==> config.mk <==
export PLATFORM = sky130hd
export DESIGN_NAME = bank_load_ctrl
export DESIGN_NICKNAME = d
export VERILOG_FILES = /design/src/rtl/bank_load_ctrl_pkg.sv /design/src/rtl/bank_load_ctrl.sv
export SDC_FILE = /design/constraint.sdc
export NUM_CORES = 1
export LEC_CHECK = 0
export ABC_AREA = 0
export ABC_CLOCK_PERIOD_IN_PS = 1600
export BUFFER_PORTS_ARGS = -buffer_cell sky130_fd_sc_hd__buf_2
export CAP_MARGIN = 20
export CORE_MARGIN = 2
export CORE_UTILIZATION = 44
export DETAILED_ROUTE_END_ITERATION = 8
export PLACE_DENSITY_LB_ADDON = 0.25
export REMOVE_ABC_BUFFERS = 1
export SYNTH_ARGS = -nofsm -noshare
export SYNTH_HDL_FRONTEND = slang
export SYNTH_SLANG_ARGS = --single-unit
export TNS_END_PERCENT = 1
==> constraint.sdc <==
create_clock -name clk -period 1.6 [get_ports clk]
set_clock_uncertainty 0.15 [all_clocks]
set_input_delay 0.32 -clock clk [delete_from_list [all_inputs] [get_ports clk]]
set_output_delay 0.32 -clock clk [all_outputs]
set_load 0.01 [all_outputs]
==> src/rtl/bank_load_ctrl_pkg.sv <==
// Shared defaults and state encoding for the bank load controller.
package bank_load_ctrl_pkg;

  localparam int unsigned DefDepth = 8;
  localparam int unsigned DefDataW = 8;
  localparam int unsigned DefSelW  = 3;

  typedef enum logic [1:0] {
    StFill  = 2'd0,
    StFlush = 2'd1,
    StFull  = 2'd2
  } state_e;

endpackage

==> src/rtl/bank_load_ctrl.sv <==
// Streams bytes into a staged register bank, one slot per accept, and reports
// when the whole frame is resident so the array can consume it.
module bank_load_ctrl
  import bank_load_ctrl_pkg::*;
#(
  parameter int unsigned DEPTH  = DefDepth,
  parameter int unsigned DATA_W = DefDataW,
  parameter int unsigned SEL_W  = DefSelW
) (
  input  logic              clk,
  input  logic              reset,
  input  logic              in_valid,
  input  logic [DATA_W-1:0] in_data,
  output logic              in_ready,
  input  logic              restart,
  input  logic              consume,
  output logic              bank_enable,
  output logic [DATA_W-1:0] bank_data,
  output logic [SEL_W-1:0]  bank_select,
  output logic              full,
  output logic [SEL_W:0]    fill_count,
  output logic              protocol_err
);

  state_e state_q, state_d;

  logic [SEL_W-1:0] wr_ptr_q;
  logic [SEL_W-1:0] bank_select_q;
  logic [SEL_W:0]   fill_count_q;
  logic             protocol_err_q;

  logic accept;
  logic last_slot;

  // restart wins over an offered byte, so it masks the accept.
  assign accept    = in_ready && in_valid && !restart;
  assign last_slot = (wr_ptr_q == SEL_W'(DEPTH - 1));

  always_ff @(posedge clk or negedge reset) begin
    if (!reset) begin
      state_q <= StFill;
    end else begin
      state_q <= state_d;
    end
  end

  always_comb begin
    state_d = state_q;
    if (restart) begin
      state_d = StFill;
    end else begin
      unique case (state_q)
        StFill:  if (accept && last_slot) state_d = StFlush;
        StFlush: state_d = StFull;
        StFull:  if (consume) state_d = StFill;
        default: state_d = StFill;
      endcase
    end
  end

  always_comb begin
    in_ready    = reset && (state_q == StFill);
    full        = (state_q == StFull);
    bank_enable = accept;
    bank_data   = in_data;
  end

  // The bank stages data for one cycle, so the select registers the pointer
  // on the accept edge and is held otherwise while the bank reloads that slot.
  always_ff @(posedge clk or negedge reset) begin
    if (!reset) begin
      wr_ptr_q       <= '0;
      bank_select_q  <= '0;
      fill_count_q   <= '0;
      protocol_err_q <= 1'b0;
    end else begin
      if (restart) begin
        wr_ptr_q     <= '0;
        fill_count_q <= '0;
      end else if (accept) begin
        bank_select_q <= wr_ptr_q;
        wr_ptr_q      <= last_slot ? '0 : wr_ptr_q + SEL_W'(1);
        fill_count_q  <= fill_count_q + (SEL_W + 1)'(1);
      end else if (state_q == StFull && consume) begin
        fill_count_q <= '0;
      end

      if (!restart && consume && state_q != StFull) begin
        protocol_err_q <= 1'b1;
      end
    end
  end

  assign bank_select  = bank_select_q;
  assign fill_count   = fill_count_q;
  assign protocol_err = protocol_err_q;

endmodule

Word-level counts from Yosys, hierarchy flattened
Index checks and enable logic that the tools add are counted.

storage, ports and cells
  register bits after elaboration = 13
  output and inout bits = 19
  logic and storage cells = 37

cells by class
  equality and inequality tests = 6
  bitwise operators = 1
  multiplexer cells = 10
  reductions and logical operators = 13
  add/subtract/negate cells = 2

operators with widths
  cell                                                                   count
  4-bit two-way mux                                                      3
  3-bit two-way mux                                                      3
  1-bit logical AND                                                      7
  2-bit two-way mux                                                      3
  3-bit inequality test, second input constant                           2
  2-bit case mux with 3 select lines                                     1
  4-bit by 1-bit adder with 4-bit output, second input constant          1
  2-bit AND reduction                                                    2
  3-bit by 1-bit adder with 3-bit output, second input constant          1
  3-bit equality test, second input constant                             1
  3-bit nonzero test                                                     1
  2-bit by 1-bit equality test with 1-bit output, second input constant  1
  2-bit equality test, second input constant                             1
  2-bit zero test                                                        1
  2-bit inequality test, second input constant                           1
  2-bit nonzero test                                                     1
  1-bit zero test                                                        1
  1-bit NOT                                                              1

Longest topological paths before layout
Gate-level depths: netlist of the first run.

  depth in word-level cells = 8
  gate-level depth with buffers = 4
  depth with buffers taken out = 4

Worst setup path after synthesis of the first run
Ideal clock, no wire load.

  path type = register to register
  start point = register state_q[1]
  end point = register bank_select_q[0] (netlist: bank_select[0])
  path buffers = 0
  data required time = 1322 ps
  cell stages (with the launch flop) = 4
  slack = 151 ps
  data arrival time = 1172 ps
  clock period less this slack = 1449 ps
  cell sequence = dfrtp_1 -> nand4bb_4 -> nor2_4 -> mux2_1

on the way
  longest elaborated chain between the ends = 5

RTL lines
  item                                  RTL line              text
  start, declared                       bank_load_ctrl.sv:25  state_e state_q, state_d;
  start signal, assigned                bank_load_ctrl.sv:41  state_q <= StFill;
  start signal, assigned                bank_load_ctrl.sv:43  state_q <= state_d;
  2-bit zero test                       bank_load_ctrl.sv:62  in_ready = reset && (state_q == StFill);
  1-bit logical AND                     bank_load_ctrl.sv:62
  1-bit logical AND (2 in series)       bank_load_ctrl.sv:36  assign accept = in_ready && in_valid && !restart;
  named net bank_enable                 bank_load_ctrl.sv:17  output logic bank_enable,
  2-bit AND reduction (no source line)  --
  end signal, assigned                  bank_load_ctrl.sv:81  bank_select_q <= wr_ptr_q;
  end, declared                         bank_load_ctrl.sv:28  logic [SEL_W-1:0] bank_select_q;

The timed path passes the listed nets, and every way through them passes these cells.
A chain may end at the register's enable or synchronous reset.

Final worst setup path of the first run
  start point = register state_q[0]
  end point = output bank_enable

on the way
  longest elaborated chain between the ends = 4

RTL lines
  item                             RTL line
  2-bit zero test                  bank_load_ctrl.sv:62
  1-bit logical AND                bank_load_ctrl.sv:62
  1-bit logical AND (2 in series)  bank_load_ctrl.sv:36
  end, declared                    bank_load_ctrl.sv:17

No other way between the ends.

==> key figures, run 1 <==
Placed design
  • Cell Area, Placed: between 700 and 800 um2
  • I/O Buffers: 15
  • Gpl congestion: between 0.7 and 0.8
  • Dpl cells: 83

Yosys
  • Synthesized area: slightly above 700 um2
  • Synth warn: 0
  • Share of the synthesized area in the top cell type: 0.461
  • Leading area contributor after synthesis: dfrtp_1
  • Sequential fraction of the synthesis area: 0.461
  • Syn Area/Cell: about 12 um2
  • Synth cell types: 25
  • Main area contributors after synthesis: dfrtp_1, buf_4, ha_1
  • #FFs+latches synth: 13
  • Cells after Synth: 59

Die
  • Die W: around 44 um
  • Placement Rows: 14
  • Core area: around 1500 um2
  • Initial Util: 0.468
  • Die H: about 44 um
  • Die footprint: about 1900 um2
  • # IOs: 32

GRT
  • Initial antenna violation count: 0
  • Pin count of the biggest net entering global routing: 14
  • GRT Total Usage: 0.168
  • First-pass GRT wire length: around 2300 um
  • Gr ovfl total: 0
  • Number of global-route vias before repair: ~490

Detailed routing
  • M1 wire length: ~600 um
  • TritonRoute pass-1 iters: 4
  • WL final: around 1300 um
  • DR WL met3: 95 um
  • Vias: around 500
  • DR vias/cell: 5.41
  • Met2 wire length: ~600 um
  • Uppermost routed layer: met4
  • 1st-iter DRT viols: 5
  • Remaining DRCs: 0
  • Antenna viol nets, final: 0
  • DR WL/cell: between 10 and 15 um

Clock tree
  • CTS tree: built
  • H-Tree Depth: 1
  • Clock transition at path regs: 0.08 ns
  • Worst skew pair latency: 0.28 ns
  • Root buffer cell: clkbuf_4
  • Clock Tree Buf Depth: 2
  • TritonCTS Sinks: 13
  • Total CTS buffers: 3

Timing
  • Relative slew slack: 0.822
  • Hold WS: between 0.15 and 0.2 ns
  • Min setup slack post-route: -0.0485 ns
  • Final hold violation count: 0
  • Period utilisation layout: 1.03
  • Minimum clock period: between 1.5 and 2 ns
  • Fmax: 607 MHz
  • Setup violators final: 2
  • RSZ-0062 raised after global routing: true
  • Slew @ Worst Pin: between 0.2 and 0.3 ns
  • Setup TNS: -0.0511 ns
  • Max Slew Vio Count: 0

Layout
  • Post-route non-filler standard cell count: a little over 90
  • Commonest non-fill, non-tap cell in the layout: buf_2
  • Most frequent cells in the layout: buf_2, dfrtp_1, buf_4, nand2_1
  • Fin nets: 94
  • Fraction of layout cells with a size suffix above 1: 0.429
  • Post-layout util: 0.559
  • Diodes inserted: 0
  • Layout area overhead: 19.3%
  • Filler cell count: about 150
  • Design area: between 800 and 900 um2

Worst setup path
  • CP Cell Sequence: nand4bb_4 > nor2_4 > buf_6
  • Crit Path Class: reg -> out
  • Setup crit start: state_q[0]
  • Startpoint types: flop
  • Crit Path Max Fanout: 4
  • Slowest stage cell, crit path: dfrtp_1
  • FF-to-FF Start: state_q[0]
  • CP required: 1.13 ns
  • Critical path arrival: ~1.2 ns
  • Worst R2R Setup Slack: around 0.080 ns
  • Crit-path max cell delay: around 0.44 ns
  • CP Capture Type: output port

Min path
  • Type of the most critical hold path: in -> reg
  • Hold_sp: consume

Power
  • Peak supply drop: between 0.2 and 0.3 mV
  • PD cells: roughly 750 nW/um2
  • Lkg Pwr: 0.427 nW

Run
  • Max_cap viols: 0

Outcome
  • Violated checks: setup timing
  • Status: complete, but fails checks
-- layer usage --
| metal | GRT usage | vias to the layer above |
|---|---|---|
| met5 | 0 | - |
| met4 | 0.109 | 0 |
| met3 | 0.0735 | 4 |
| met2 | 0.224 | 24 |
| met1 | 0.221 | 239 |
| li1 | - | 236 |
-- report_power, final --
part           internal (mW)  total, mW  switching [mW]
logic                 0.0361     0.0759          0.0399
clock network         0.0968      0.213           0.116
registers              0.338      0.345         0.00731
-- critical path, delay by kind of cell, from the launching register on --
kind | cells | cell delay (ns)
AND/OR/NAND/NOR | 2 | 0.36
buffers and inverters | 1 | 0.11
flip-flops | 1 | 0.44
-- synthesized netlist by cell type --
library cell and instances:
a22o_1 2, a211oi_4 1, xnor2_1 1, nand2b_1 4
clkinv_1 1, a21o_1 1, nand3b_1 1, nand2_1 5
and4bb_4 1, buf_2 1, mux2_2 1, nand3_1 1
nor3b_1 1, nor2_4 1, mux2_1 3, a21oi_1 4
ha_1 3, o21bai_1 1, and3_1 1, or3_1 1
nor2b_2 1, nand4bb_4 1, dfrtp_1 13, buf_4 8
a211oi_1 1
-- stage by stage --
step	power [mW]	worst slack (ns)
floorplan	0.384	0.150
global placement	0.420	0.106
detailed placement	0.422	0.0767
CTS	0.640	-0.0865
global route	0.673	-0.129
finish	0.634	-0.0485
-- final cells by class --
type	count	area (um2)	area share
repair buffers	23	148	0.175
well taps	16	20.0	0.0238
flip-flops and latches	13	325	0.386
multi-input cells	36	319	0.379
clock buffers	4	26.3	0.0312
inverters	1	3.75	0.00446
-- registers in the layout (all words and copies together) (netlist names) --
name          flops
fill_count        4
wr_ptr_q          3
state_q           2
protocol_err      1
bank_select       3
-- cell families after synthesis --
family / Yosys count / share of synthesized area
AOI/OAI and AO/OA: 10 / 0.113
buffers and inverters: 10 / 0.0975
and+or+nand+nor: 18 / 0.199
muxes: 4 / 0.0638
DFF: 13 / 0.461
adders and majority gates: 3 / 0.0532
xor gates and xnor gates: 1 / 0.0124
-- path summary, 6_finish.rpt --
check,end,depth (start not counted)
worst max-delay path,bank_enable,3
worst min-delay path,protocol_err,3
worst max register to register,fill_count[0],4
worst min register to register,protocol_err,1
max in group asynchronous,state_q[0],3
min in group asynchronous,fill_count[3],3
-- timing repair --
action                                 CTS  global route
endpoints found under the hold margin   13             0
buffers inserted                         4             1
setup endpoints to repair                2             7
hold buffers                             1             0
pin swaps                                2             3
resized for setup                        2             2
(Power assumes the default switching activity.)
==> run 2: changes to the inputs <==
--- a/config.mk
+++ b/config.mk
@@ -7,10 +7,14 @@
 export LEC_CHECK = 0
 export ABC_AREA = 0
 export ABC_CLOCK_PERIOD_IN_PS = 1600
-export BUFFER_PORTS_ARGS = -buffer_cell sky130_fd_sc_hd__buf_2
+export BUFFER_PORTS_ARGS = -buffer_cell sky130_fd_sc_hd__clkbuf_2
 export CAP_MARGIN = 20
+export CELL_PAD_IN_SITES_DETAIL_PLACEMENT = 2
+export CELL_PAD_IN_SITES_GLOBAL_PLACEMENT = 2
+export CORE_ASPECT_RATIO = 0.6
 export CORE_MARGIN = 2
-export CORE_UTILIZATION = 44
+export CORE_UTILIZATION = 28
+export CTS_BUF_LIST = sky130_fd_sc_hd__clkbuf_4 sky130_fd_sc_hd__clkbuf_8
 export DETAILED_ROUTE_END_ITERATION = 8
 export PLACE_DENSITY_LB_ADDON = 0.25
 export REMOVE_ABC_BUFFERS = 1
==> run 2 against run 1 <==
Effect of this change: the run still ends with setup timing left; clock power rose by 50%; global-route usage fell by 1.7 points; wire length rose by 46%; highest routed layer unchanged.
==> key figures, run 2 (synthesized netlist as in run 1, its figures left out) <==
Worst setup path
  • Critical path arrival: 1.62 ns (was 1.18 ns)
  • Slowest stage cell, crit path: dfrtp_2 (was dfrtp_1)
  • Crit Path Max Fanout: 4 (unchanged)
  • CP Cell Sequence: buf_6 > buf_6 > and4bb_4 > a211oi_4 > mux2_4 (was nand4bb_4 > nor2_4 > buf_6)
  • CP Capture Type: flop (was output port)
  • FF-to-FF path depth: 5 (was 4)
  • Startpoint types: flop (unchanged)
  • Crit-path max cell delay: 0.44 ns (about the same)
  • CP required: 1.58 ns (was 1.13 ns)
  • Most frequent CP cell: buf_6
  • Crit Path Class: reg -> reg (was reg -> out)

Layout
  • Max reg flops: 4 (unchanged)
  • Commonest non-fill, non-tap cell in the layout: clkbuf_2 (was buf_2)
  • Layout area overhead: 31.0% (was 19.3%)
  • Most frequent cells in the layout: clkbuf_2, dfrtp_1, buf_4, nand2_1, nand2b_1 (was buf_2, dfrtp_1, buf_4, nand2_1)
  • Post-route non-filler standard cell count: 113 (was 93)
  • Diodes inserted: 0 (unchanged)
  • Fraction of layout cells with a size suffix above 1: 0.469 (was 0.429)
  • Filler cell count: 269 (was 146)
  • Fin nets: 98 (was 94)

Detailed routing
  • 1st-iter DRT viols: 9 (was 5)
  • Remaining DRCs: 0 (unchanged)
  • DR WL/cell: 17.0 um (was 14.1 um)
  • TritonRoute pass-1 iters: 3 (was 4)
  • Vias: 528 (was 503)
  • WL final: 1930 um (was 1310 um)
  • Antenna viol nets, final: 0 (unchanged)
  • DR vias/cell: 4.67 (was 5.41)

Power
  • Post-layout power: 0.758 mW (was 0.634 mW)
  • Internal: 0.577 mW (was 0.471 mW)
  • Sequential Power Share: 0.457 (was 0.545)
  • Lkg Pwr: 0.449 nW (was 0.427 nW)
  • Sw power: 0.181 mW (was 0.163 mW)
  • Peak supply drop: 0.378 mV (was 0.295 mV)
  • PD cells: 819 nW/um2 (was 753 nW/um2)
  • Sw frac: 0.239 (was 0.257)
  • Part of the power in the clock network: 0.421 (was 0.335)
  • Logic pwr share: 0.122 (was 0.120)

Placed design
  • Gpl congestion: 0.651 (was 0.708)
  • Dpl cells: 101 (was 83)
  • I/O Buffers: 15 (unchanged)

GRT
  • Number of global-route vias before repair: 565 (was 488)
  • Initial antenna violation count: 0 (unchanged)
  • Gr ovfl total: 0 (unchanged)
  • Pin count of the biggest net entering global routing: 9 (was 14)
  • GRT Total Usage: 0.151 (was 0.168)
  • First-pass GRT wire length: 3050 um (was 2280 um)

Timing
  • Slew @ Worst Pin: 0.272 ns (was 0.266 ns)
  • Minimum clock period: 1.64 ns (was 1.65 ns)
  • Period utilisation layout: 1.02 (was 1.03)
  • Fmax: 610 MHz (was 607 MHz)
  • Min setup slack post-route: -0.0391 ns (was -0.0485 ns)
  • Max Slew Vio Count: 0 (unchanged)
  • Relative slew slack: 0.818 (was 0.822)
  • RSZ-0062 raised after global routing: true (unchanged)
  • Setup violators final: 3 (was 2)
  • Hold WS: 0.219 ns (was 0.163 ns)
  • Final hold violation count: 0 (unchanged)

Min path
  • Depth of the worst hold-timing path: 3 (unchanged)
  • Type of the most critical hold path: in -> reg (unchanged)

Outcome
  • Status: complete, but fails checks (unchanged)
  • Violated checks: setup timing (unchanged)

Clock tree
  • Root buffer cell: clkbuf_8 (was clkbuf_4)
  • Worst skew pair latency: 0.24 ns (was 0.28 ns)
  • Total CTS buffers: 3 (unchanged)
  • Clock Tree Buf Depth: 2 (unchanged)
  • Clock transition at path regs: 0.06 ns (was 0.08 ns)
  • CTS tree: built (unchanged)
  • TritonCTS Sinks: 13 (unchanged)
  • H-Tree Depth: 1 (unchanged)

Die
  • Placement Rows: 14 (unchanged)
  • Initial Util: 0.288 (was 0.468)
  • Die footprint: 2950 um2 (was 1940 um2)
  • Die W: 68.8 um (was 44.0 um)
  • Die H: 42.9 um (was 44.0 um)
  • Core area: 2450 um2 (was 1510 um2)
  • # IOs: 32 (unchanged)

Run
  • Max_cap viols: 0 (unchanged)
[run 2: path summary, 6_finish.rpt]
| kind | start | end | slack (ns) |
|---|---|---|---|
| worst max-delay path | state_q[0] | fill_count[0] | -0.04 |
| worst min-delay path | consume | protocol_err | 0.22 |
| worst max register to register | state_q[0] | fill_count[0] | -0.04 |
| worst min register to register | protocol_err | protocol_err | 0.33 |
| max in group asynchronous | reset | fill_count[0] | 0.58 |
| min in group asynchronous | reset | fill_count[3] | 0.49 |
[run 2: routing by layer]
metal / vias to the layer above / wire length [um] / GRT usage
met5: - / 0 / 0
met4: 0 / 6 / 0.0353
met3: 2 / 107 / 0.0796
met2: 22 / 876 / 0.217
met1: 263 / 934 / 0.199
li1: 241 / - / -
[run 2: stage by stage]
step,utilization,TNS [ns],instance area [um2],setup WS (ns)
3_5_place_dp,0.320,0,786,0.0472
6_report,0.377,-0.0716,925,-0.0391
2_1_floorplan,-,0,641,0.150
5_1_grt,0.377,-0.287,925,-0.0702
4_1_cts,0.359,-0.139,881,-0.0757
3_3_place_gp,0.320,0,786,0.0774
[run 2: timing repair]
| item | 4_1_cts | 5_1_grt |
|---|---|---|
| endpoints found under the setup margin | 2 | 11 |
| pin swaps | 2 | 3 |
| resized for setup | 1 | 8 |
| hold buffers | 2 | 0 |
| setup buffers | 3 | 3 |
| hold endpoints to repair | 13 | 0 |
[run 2: worst max-delay path: cells and delay by family (launching register included)]
| family | cells | cell delay (ns) |
|---|---|---|
| AND/OR/NAND/NOR | 1 | 0.37 |
| multiplexers | 1 | 0.27 |
| flip-flops | 1 | 0.44 |
| buffers and inverters | 2 | 0.23 |
| AO/OA/AOI/OAI | 1 | 0.06 |
[run 2: final cells by class]
type / instances / area, um2 / area share
clock buffers: 4 / 48.8 / 0.0528
inverters: 1 / 3.75 / 0.00406
multi-input cells: 36 / 322 / 0.348
flip-flops and latches: 13 / 327 / 0.353
well taps: 32 / 40.0 / 0.0433
repair buffers: 27 / 184 / 0.199
[run 2: power by group through the flow]
stage | Combinational [mW] | Clock [mW] | Sequential [mW]
6_report | 0.0923 | 0.319 | 0.346
5_1_grt | 0.101 | 0.339 | 0.348
4_1_cts | 0.0857 | 0.334 | 0.347
3_5_place_dp | 0.0775 | 0 | 0.352
3_3_place_gp | 0.0764 | 0 | 0.352
2_1_floorplan | 0.0298 | 0 | 0.354
